## config.mk

```make
export PLATFORM = sky130hd
export DESIGN_NAME = mem_stage_ctrl
export DESIGN_NICKNAME = d
export VERILOG_FILES = /design/src/rtl/mips_pkg.sv /design/src/rtl/mem_wb_reg.sv /design/src/rtl/mem_stage_ctrl.sv
export SDC_FILE = /design/constraint.sdc
export NUM_CORES = 1
export LEC_CHECK = 0
export CORE_MARGIN = 3
export CORE_UTILIZATION = 50
export CTS_BUF_LIST = sky130_fd_sc_hd__clkbuf_4 sky130_fd_sc_hd__clkbuf_8 sky130_fd_sc_hd__clkbuf_16
export CTS_CLUSTER_DIAMETER = 120
export DETAILED_ROUTE_END_ITERATION = 10
export DONT_BUFFER_PORTS = 1
export MAX_ROUTING_LAYER = met4
export SLEW_MARGIN = 20
export SYNTH_ARGS = -nofsm -noshare
export SYNTH_HDL_FRONTEND = slang
export SYNTH_SLANG_ARGS = --single-unit
```

## constraint.sdc

```tcl
create_clock -name clk -period 5.4 [get_ports clk]
set_clock_uncertainty 0.2 [all_clocks]
set_input_delay 0 -clock clk [delete_from_list [all_inputs] [get_ports clk]]
set_output_delay 0 -clock clk [all_outputs]
set_load 0.05 [all_outputs]
```

## src/rtl/mips_pkg.sv

```systemverilog
// Shared MEM-stage definitions: control-bit positions and the data-memory FSM state.
package mips_pkg;

    localparam int CTLM_BRANCH    = 2;
    localparam int CTLM_MEMREAD   = 1;
    localparam int CTLM_MEMWRITE  = 0;

    localparam int CTLWB_REGWRITE = 1;
    localparam int CTLWB_MEMTOREG = 0;

    typedef enum logic [1:0] {
        IDLE = 2'd0,
        REQ  = 2'd1,
        DONE = 2'd2
    } mem_state_e;

endpackage

```

## src/rtl/mem_wb_reg.sv

```systemverilog
// MEM/WB boundary register; a bubble retires the slot with its write-back controls cleared.
module mem_wb_reg (
    input  logic        clk,
    input  logic        rst,
    input  logic        bubble_i,
    input  logic [31:0] rdata_i,
    input  logic [31:0] alu_out_i,
    input  logic [1:0]  ctlwb_i,
    input  logic [4:0]  rd_i,
    output logic [31:0] rdata_o,
    output logic [31:0] alu_out_o,
    output logic [1:0]  ctlwb_o,
    output logic [4:0]  rd_o
);

    always_ff @(posedge clk) begin
        if (rst) begin
            rdata_o   <= '0;
            alu_out_o <= '0;
            ctlwb_o   <= '0;
            rd_o      <= '0;
        end else begin
            rdata_o   <= rdata_i;
            alu_out_o <= alu_out_i;
            ctlwb_o   <= bubble_i ? 2'b00 : ctlwb_i;
            rd_o      <= rd_i;
        end
    end

endmodule

```

## src/rtl/mem_stage_ctrl.sv

```systemverilog
// MEM stage of the MIPS core: req/ack data-memory access, branch resolve, stall and MEM/WB.
// Optional MEM_ALIGN_CHECK_EN rejects misaligned accesses and adds the align_err pulse.
module mem_stage_ctrl
    import mips_pkg::*;
#(
    parameter int unsigned TIMEOUT_CYC = 255
) (
    input  logic        clk,
    input  logic        rst,
    input  logic [31:0] MEM_bpc,
    input  logic [31:0] MEM_alu_out,
    input  logic [31:0] MEM_rd2,
    input  logic [1:0]  MEM_ctlwb,
    input  logic [2:0]  MEM_ctlm,
    input  logic        MEM_alu_zero,
    input  logic [4:0]  MEM_rd,
    output logic        dmem_req,
    output logic        dmem_we,
    output logic [31:0] dmem_addr,
    output logic [31:0] dmem_wdata,
    input  logic [31:0] dmem_rdata,
    input  logic        dmem_ack,
    output logic        stall,
    output logic        pcsrc,
    output logic [31:0] branch_pc,
    output logic        bus_err,
`ifdef MEM_ALIGN_CHECK_EN
    output logic        align_err,
`endif
    output logic [31:0] WB_rdata,
    output logic [31:0] WB_alu_out,
    output logic [1:0]  WB_ctlwb,
    output logic [4:0]  WB_rd
);

    localparam logic [15:0] CNT_LAST = 16'(TIMEOUT_CYC - 1);

    mem_state_e  state_q;
    logic [15:0] cnt_q;
    logic [31:0] addr_q, wdata_q, rdata_q;
    logic        we_q, to_q, bus_err_q;
    logic        memop, misalign, start, bubble;

    assign memop = MEM_ctlm[CTLM_MEMREAD] | MEM_ctlm[CTLM_MEMWRITE];
`ifdef MEM_ALIGN_CHECK_EN
    assign misalign = memop & (MEM_alu_out[1:0] != 2'b00);
`else
    assign misalign = 1'b0;
`endif
    assign start  = (state_q == IDLE) & memop & ~misalign;
    assign stall  = start | (state_q == REQ);
    // A timed-out or rejected access still retires, but must not write back.
    assign bubble = stall | ((state_q == DONE) & to_q) | ((state_q == IDLE) & misalign);

    assign pcsrc      = MEM_ctlm[CTLM_BRANCH] & MEM_alu_zero;
    assign branch_pc  = MEM_bpc;
    assign dmem_req   = (state_q == REQ);
    assign dmem_we    = we_q;
    assign dmem_addr  = addr_q;
    assign dmem_wdata = wdata_q;
    assign bus_err    = bus_err_q;

    always_ff @(posedge clk) begin
        if (rst) begin
            state_q   <= IDLE;
            cnt_q     <= '0;
            addr_q    <= '0;
            wdata_q   <= '0;
            rdata_q   <= '0;
            we_q      <= 1'b0;
            to_q      <= 1'b0;
            bus_err_q <= 1'b0;
        end else begin
            case (state_q)
                IDLE: if (start) begin
                    state_q <= REQ;
                    cnt_q   <= '0;
                    addr_q  <= {MEM_alu_out[31:2], 2'b00};
                    wdata_q <= MEM_rd2;
                    we_q    <= MEM_ctlm[CTLM_MEMWRITE];
                    to_q    <= 1'b0;
                end
                // Ack takes priority over a timeout landing on the same cycle.
                REQ: if (dmem_ack) begin
                    state_q <= DONE;
                    rdata_q <= dmem_rdata;
                end else if (cnt_q == CNT_LAST) begin
                    state_q   <= DONE;
                    rdata_q   <= '0;
                    to_q      <= 1'b1;
                    bus_err_q <= 1'b1;
                end else begin
                    cnt_q <= cnt_q + 16'd1;
                end
                DONE:    state_q <= IDLE;
                default: state_q <= IDLE;
            endcase
        end
    end

`ifdef MEM_ALIGN_CHECK_EN
    always_ff @(posedge clk) begin
        if (rst) align_err <= 1'b0;
        else     align_err <= (state_q == IDLE) & misalign;
    end
`endif

    mem_wb_reg u_mem_wb_reg (
        .clk       (clk),
        .rst       (rst),
        .bubble_i  (bubble),
        .rdata_i   (rdata_q),
        .alu_out_i (MEM_alu_out),
        .ctlwb_i   (MEM_ctlwb),
        .rd_i      (MEM_rd),
        .rdata_o   (WB_rdata),
        .alu_out_o (WB_alu_out),
        .ctlwb_o   (WB_ctlwb),
        .rd_o      (WB_rd)
    );

endmodule

```

==> results of run 1 <==
==> logic make-up after synthesis <==
kind of cell / synth area share [%]
compound gates: 16.6
other cells: 0.0562
flops: 55.8
buf+inv: 7.70
fa+ha+maj: 0.375
xor+xnor: 0.131
simple gates: 19.4
==> synth_stat cells, types with 2 or more instances <==
master | instances | share of area, %
a31o_1 | 30 | 3.9
and2_1 | 5 | 0.47
or4_4 | 2 | 0.34
a311oi_1 | 2 | 0.26
nand3_1 | 8 | 0.60
and4_1 | 2 | 0.26
dfxtp_1 | 186 | 56
nor2_1 | 5 | 0.28
buf_8 | 3 | 0.67
o211ai_1 | 4 | 0.45
a31oi_1 | 5 | 0.47
buf_2 | 3 | 0.22
ha_1 | 2 | 0.37
a31o_2 | 2 | 0.26
nor3b_1 | 2 | 0.22
a21oi_1 | 71 | 5.3
a22o_1 | 32 | 4.2
nor3_1 | 5 | 0.37
nor2b_1 | 69 | 6.5
inv_1 | 7 | 0.39
o31ai_1 | 2 | 0.22
buf_4 | 34 | 3.8
or3_1 | 9 | 0.84
clkbuf_1 | 39 | 2.2
or4_1 | 3 | 0.34
nor4_1 | 3 | 0.28
o21ai_0 | 8 | 0.60
nand4_1 | 6 | 0.56
o21ai_1 | 2 | 0.15
nand2_1 | 136 | 7.6
buf_1 | 3 | 0.17
==> stage by stage <==
step / setup WS (ps) / hold slack (ps)
2_1_floorplan: 3280 / -105
3_3_place_gp: 3170 / -200
3_5_place_dp: 3140 / -200
==> flow_summary.toml, run 1 <==
[clocking]
cts_setup_buffers = 0
cts_max_level = 4
cts.repair.resized = 0
cts.sinks = 186
cts_root_buf = "clkbuf_16"
ctsHoldBuffers = 167
clock_path_buffers = 2
numCtsBuffers = 17

[yosys]
synthCells = 706
yosys_warnings = 0
syn-cell-area_um2 = 6680
avgSynthCellArea_um2 = 9.46
ys_seq_elements = 186
postSynth.asyncResetShare_pct = 0
netlist-cell-type-count = 47
synthFlopType = "dfxtp_1"
yosysSeqAreaShare_pct = 55.8
synth_edf_count = 0

[place]
place_area_um2 = 6470
numPortBuffers = 0
placed_cells_incl_taps = 801
gp_congestion = 0.848
dp_hpwl_um = 10600

[floorplan]
die_h_um = 122
start_util_pct = 52.1
rows = 41
die_width_um = 122
ios = 314

[status]
status = "aborted with a tool error"
stop_stage = "clock tree synthesis (4_1_cts)"
toolErrorMsg = "[ERROR RSZ-0060] Max buffer count reached."
==> run 2, diff against run 1 <==
- CORE_UTILIZATION: 50 -> 35
- CTS_BUF_LIST: sky130_fd_sc_hd__clkbuf_4 sky130_fd_sc_hd__clkbuf_8 sky130_fd_sc_hd__clkbuf_16 -> unset
- CTS_CLUSTER_DIAMETER: 120 -> unset
- MAX_ROUTING_LAYER: met4 -> unset
- PLACE_DENSITY_LB_ADDON: unset -> 0.15
==> flow_summary.toml, run 2 <==
[setup_path]
r2r_cells = 5
critPathLaunchType = "flip-flop"
crit_end = "cnt_q[8]$_SDFFE_PP0P_"
cp.arrival_ps = 2770
endpoint_kind = "flip-flop"
worstSetupPathType = "reg -> reg"
rr_endpoint = "cnt_q[8]$_SDFFE_PP0P_"
path_max_fanout = 8
cp_top_family = "simple AND/OR/NAND/NOR gates"
critPathMaxStageDelay_ps = 600
critical_path_depth = 5
crit_slowest_cell = "dlygate4sd3_1"
r2r-start = "cnt_q[8]$_SDFFE_PP0P_"
critPathBufInv = 1
r2r_slack_ps = 2740
critPathLaunch = "cnt_q[8]$_SDFFE_PP0P_"
cp.required_ps = 5510
path_cells = "or4_4, nor3_1, or3_2, a21oi_1, dlygate4sd3_1"

[final_layout]
final_common_cell = "dfxtp_1"
ff_latch_area_um2 = 3720
nets = 952
multi_input_area_um2 = 2460
most-common-layout-cells = "dfxtp_1, dlygate4sd3_1, nand2_1"
nFillCells = 1684
stdcell_count = 1050
layout-drive-gt1-share_pct = 5.97
n_antenna_cell = 0
area_growth_pct = 30.9
post-route-util_pct = 47.7

[sta]
finalHoldViolations = 0
worst_slew_pin_slew_ps = 1050
rsz0062_at_grt = "false"
maxSlewViolCount = 0
post-route-period-util_pct = 49.3
min_period_ps = 2660
relSlewSlack_pct = 29.4
fin_ws_ps = 2740
max_freq_mhz = 376
setup_tns_ps = 0
setup_viol = 0

[yosys]
synth_xor_area_share_pct = 0.131
ys_seq_elements = 186
postSynth.asyncResetShare_pct = 0
yosysTopAreaCell = "dfxtp_1"
netlist-cell-type-count = 47
synthAdderAreaFrac_pct = 0.375
yosys-top-cells-count = "dfxtp_1, nand2_1, a21oi_1"
yosys_warnings = 0
syn-cell-area_um2 = 6680
synthCells = 706
synthMostInstantiatedCell = "dfxtp_1"
synth.area.top_cells = "dfxtp_1, nand2_1, nor2b_1"
synth_top_family_by_area = "simple AND/OR/NAND/NOR gates"
synthFlopType = "dfxtp_1"
yosysSeqAreaShare_pct = 55.8
synth_edf_count = 0
avgSynthCellArea_um2 = 9.46
synth_compound_area_share_pct = 16.6
synth.area.mux_share_pct = 0
synth_top_area_share_pct = 55.8
synth-simple-area-share_pct = 19.4

[place]
gp_congestion = 0.777
dp_slack_ps = 3120
placed_cells_incl_taps = 858
dp_hpwl_um = 11000
numPortBuffers = 0

[route]
drc_errors = 0
dr.pass1.iters = 4
wl_per_cell_um = 17.6
routed_wl_um = 18500
via_count = 5404
drtAntennaViolNets = 0
drt_iter0_drc = 272
viasPerCell = 5.15

[power_and_ir_drop]
ir_drop_mv = 0.218
power_uw = 3320
power.leakage_uw = 0.00339
powerDensity_nw_per_um2 = 380

[floorplan]
die_width_um = 144
fp.coreArea_um2 = 18300
rows = 49
ios = 314
die_h_um = 144
design.die.area_um2 = 20800
start_util_pct = 36.4

[grt]
grt_pass1_vias = 5223
grt-ovfl-total = 0
grt_start_max_net_pins = 143
grtUsageTotal_pct = 16.7
antenna_found_initial = 0
grt_pass1_wl_um = 27500

[min_path]
min_path_type = "in -> reg"

[clocking]
cts_max_level = 4
clock_latency_ps = 430
numCtsBuffers = 17
cts.sinks = 186
clkTransAtPathRegs_ps = 70
tritoncts = "built"
cts.repair.resized = 0
cts_root_buf = "clkbuf_16"
clock_path_buffers = 2

[status]
status = "completed"

[flow_run]
cap_violations = 0
run 2: layout make-up:
class                      instances  share of cell area, %
sequential                       186                   42.6
tap                              229                   3.28
clock buffer                      19                   5.18
multi-input combinational        430                   28.2
clock inverter                    13                   1.47
timing repair buffer             165                   19.0
inverter                           8                  0.344
run 2: report_power, final:
| part | internal [uW] | switching (uW) |
|---|---|---|
| clock | 637 | 582 |
| sequential | 1460 | 277 |
| combinational | 157 | 210 |
| total | 2250 | 1070 |
run 2: repair_timing:
| action | in CTS | in global routing |
|---|---|---|
| hold buffers | 160 | 0 |
| endpoints found under the hold margin | 218 | 0 |
| setup buffers | 0 | 0 |
run 2: how the worst min path moves through the flow:
stage	slack (ps)	cells past startpoint	start	end
6_report	30	2	MEM_alu_out[1]	u_mem_wb_reg.alu_out_o[1]$_SDFF_PP0_
5_1_grt	30	2	MEM_alu_out[1]	u_mem_wb_reg.alu_out_o[1]$_SDFF_PP0_
4_1_cts	2	2	MEM_ctlwb[1]	u_mem_wb_reg.ctlwb_o[1]$_SDFF_PP0_
3_5_place_dp	-200	0	MEM_bpc[17]	branch_pc[17]
3_3_place_gp	-200	0	MEM_bpc[17]	branch_pc[17]
2_1_floorplan	-110	1	rst	u_mem_wb_reg.rdata_o[30]$_SDFF_PP0_
run 2: worst reg2reg max path, stage by stage, from the launching register on:
cell and delay (ps):
dfxtp_1 370, or4_4 550, nor3_1 540, or3_2 240
a21oi_1 50, dlygate4sd3_1 600
run 2: logic make-up (layout without fill, tap and decap cells):
| family | after synthesis | in the layout |
|---|---|---|
| compound gates | 164 | 164 |
| simple gates | 261 | 261 |
| other cells | 1 | 2 |
| xor+xnor | 1 | 1 |
| flops | 186 | 186 |
| buf+inv | 91 | 205 |
| fa+ha+maj | 2 | 2 |
run 2: per-layer routing:
layer | share of wire, % | global-route usage [%] | vias up
met2 | 51 | 29.2 | 230
met3 | 6.9 | 4.07 | 27
met1 | 40 | 19.6 | 2569
met5 | 0 | 0 | -
li1 | - | - | 2578
met4 | 2.0 | 6.74 | 0
run 2: through the flow:
step	instance area [um2]	hold WS [ps]
after detailed placement	6540	-200
final	8740	28.2
after global routing	8740	27.5
after global placement	6540	-200
after floorplan	6680	-105
after CTS	8740	2.30
Power figures use the tool's default switching activity.
==> run 3, diff against run 2 <==
- clock period: 5.4 -> 2.63 ns (I/O delays scaled with it)
==> flow_summary.toml, run 3 (synthesis gave the netlist of run 2 again) <==
[status]
status = "completed"

[setup_path]
crit_top_cell = "dlygate4sd3_1"
r2r_slack_ps = 100
cp.arrival_ps = 2630
critPathMaxStageDelay_ps = 630
worstSetupPathType = "reg -> reg"
endpoint_kind = "flip-flop"
rr_endpoint = "state_q[0]$_SDFFE_PP0P_"
r2r_cells = 5
crit_slowest_cell = "dlygate4sd3_1"
r2r-start = "state_q[0]$_SDFFE_PP0P_"
path_cells = "or3_1, nand2_1, dlygate4sd3_1, a311oi_1, dlygate4sd3_1"
crit_end = "state_q[0]$_SDFFE_PP0P_"
critPathLaunch = "state_q[0]$_SDFFE_PP0P_"
critPathLaunchType = "flip-flop"
path_max_fanout = 9
cp.required_ps = 2740

[final_layout]
multi_input_area_um2 = 2470
most-common-layout-cells = "dfxtp_1, dlygate4sd3_1, nand2_1"
final_area_um2 = 9040
area_growth_pct = 35.4
final_common_cell = "dfxtp_1"
layout-drive-gt1-share_pct = 6.38
ff_latch_area_um2 = 3720
nFillCells = 1670
n_antenna_cell = 0
nets = 977

[floorplan]
ios = 314
rows = 49
die_width_um = 144
fp.coreArea_um2 = 18300
design.die.area_um2 = 20800
start_util_pct = 36.4
die_h_um = 144

[sta]
relSlewSlack_pct = 31.2
finalHoldViolations = 0
max_freq_mhz = 396
setup_viol = 0
rsz0062_at_grt = "false"
post-route-period-util_pct = 96.1
worst_slew_pin_slew_ps = 1030
setup_tns_ps = 0
min_period_ps = 2530
maxSlewViolCount = 0

[route]
routed_wl_um = 19000
drtAntennaViolNets = 0
wl_per_cell_um = 17.7
drc_errors = 0
drt_iter0_drc = 344
via_count = 5553
viasPerCell = 5.17
dr.pass1.iters = 7

[power_and_ir_drop]
powerDensity_nw_per_um2 = 783
power.leakage_uw = 0.00363
ir_drop_mv = 0.403

[place]
numPortBuffers = 0
gp_congestion = 0.798
dp_hpwl_um = 11300
place_area_um2 = 6600

[clocking]
cts_max_level = 4
numCtsBuffers = 17
cts.sinks = 186
clock_path_buffers = 2
tritoncts = "built"
clock_latency_ps = 420
cts_root_buf = "clkbuf_16"
clkTransAtPathRegs_ps = 70

[grt]
grt_start_max_net_pins = 133
grtUsageTotal_pct = 17.4
antenna_found_initial = 0
grt-ovfl-total = 0
grt_pass1_wl_um = 28600
grt_pass1_vias = 5554

[min_path]
min_path_type = "in -> reg"
min_from = "MEM_ctlm[1]"

[flow_run]
cap_violations = 0
-- run 3: cell count changes in the layout (fill, tap and decap cells not counted), sizes merged --
cell         change
buf              +6
bufinv           +3
clkbuf           +3
clkinv           -1
clkinvlp         -2
dlygate4sd3     +19
inv              -3
-- run 3: how the worst min path moves through the flow --
stage	to	slack [ps]	depth (start not counted)
final	cnt_q[6]$_SDFFE_PP0P_	30	4
after global routing	u_mem_wb_reg.rdata_o[15]$_SDFF_PP0_	20	2
after CTS	u_mem_wb_reg.rdata_o[15]$_SDFF_PP0_	10	2
after detailed placement	branch_pc[17]	-200	0
after global placement	branch_pc[17]	-200	0
after floorplan	u_mem_wb_reg.rdata_o[30]$_SDFF_PP0_	-110	1
-- run 3: power breakdown --
part           total [uW]  switching, uW  leakage, uW  internal (uW)
clock                2700           1110     0.000308           1600
sequential           3560            572      0.00153           2990
combinational         810            438      0.00179            372
-- run 3: final cells by class --
| type | instances | share of cell area (%) |
|---|---|---|
| multi-input cells | 430 | 27.3 |
| well taps | 229 | 3.17 |
| clock inverters | 10 | 1.70 |
| flip-flops and latches | 186 | 41.2 |
| clock buffers | 22 | 5.25 |
| inverters | 8 | 0.332 |
| repair buffers | 190 | 21.1 |
-- run 3: worst max-delay path: cells and delay by family, from the launching register on --
family          cells  cell delay [ps]
compound gates      1               70
buf+inv             2             1210
flops               1              380
simple gates        2              560
-- run 3: per-stage QoR --
step	util [%]	std cells	power (uW)	hold slack [ps]	setup WS, ps
final	49.3	1075	7080	29.4	102
after CTS	49.3	1075	7140	11.2	92.9
after detailed placement	36.0	864	4050	-200	366
after floorplan	-	707	4070	-105	515
after global placement	36.0	864	4040	-200	396
after global routing	49.3	1075	7370	17.5	5.48
-- run 3: timing repair --
item	in CTS	in global routing
hold endpoints to repair	218	0
resized for setup	0	1
hold buffers	179	0
setup endpoints to repair	0	1
setup buffers	0	0
-- run 3: layer usage --
metal	up-vias	track usage [%]	part of all wire [%]
li1	2628	-	-
met1	2631	20.1	39
met2	257	30.1	51
met3	37	5.16	7.7
met4	0	7.28	2.7
met5	-	0	0
==> run 4, diff against run 3 <==
- CELL_PAD_IN_SITES_DETAIL_PLACEMENT: unset -> 1
- CELL_PAD_IN_SITES_GLOBAL_PLACEMENT: unset -> 1
==> flow_summary.toml, run 4 <==
[yosys]
synthMostInstantiatedCell = "dfxtp_1"
netlist-cell-type-count = 47
yosysTopAreaCell = "dfxtp_1"
synth_top_area_share_pct = 55.8
synthAdderAreaFrac_pct = 0.375
yosysSeqAreaShare_pct = 55.8
synth_top_family_by_area = "simple AND/OR/NAND/NOR gates"
synth.area.top_cells = "dfxtp_1, nand2_1, nor2b_1"
yosys_warnings = 0
synthCells = 706
synth-simple-area-share_pct = 19.4
synthFlopType = "dfxtp_1"
postSynth.asyncResetShare_pct = 0
synth_xor_area_share_pct = 0.131
synth_compound_area_share_pct = 16.6
avgSynthCellArea_um2 = 9.46
ys_seq_elements = 186
yosys-top-cells-count = "dfxtp_1, nand2_1, a21oi_1"
synth.area.mux_share_pct = 0
syn-cell-area_um2 = 6680
synth_edf_count = 0

[place]
dp_hpwl_um = 12100
dp_slack_ps = 365
numPortBuffers = 0
gp_congestion = 0.786

[floorplan]
rows = 49
die_width_um = 144
start_util_pct = 36.4
die_h_um = 144
ios = 314

[clocking]
numCtsBuffers = 17
cts.sinks = 186
cts.repair.resized = 0
clock_path_buffers = 2
ctsHoldBuffers = 181
cts_max_level = 4
cts_setup_buffers = 0
cts_root_buf = "clkbuf_16"

[status]
toolErrorMsg = "[ERROR RSZ-0060] Max buffer count reached."
stop_stage = "clock tree synthesis (4_1_cts)"
status = "aborted with a tool error"
[run 4: cell counts after synthesis]
Identical to the previous run, type by type.
[run 4: per-stage QoR]
| stage | cells | area [um2] |
|---|---|---|
| floorplan | 707 | 6680 |
| global placement | 867 | 6630 |
| detailed placement | 867 | 6630 |
[run 4: cells by family after synthesis]
family | Yosys count
AO/OA/AOI/OAI | 164
XOR/XNOR | 1
adder cells (fa/ha/maj) | 2
AND/OR/NAND/NOR | 261
other | 1
flip-flops | 186
buffers and inverters | 91
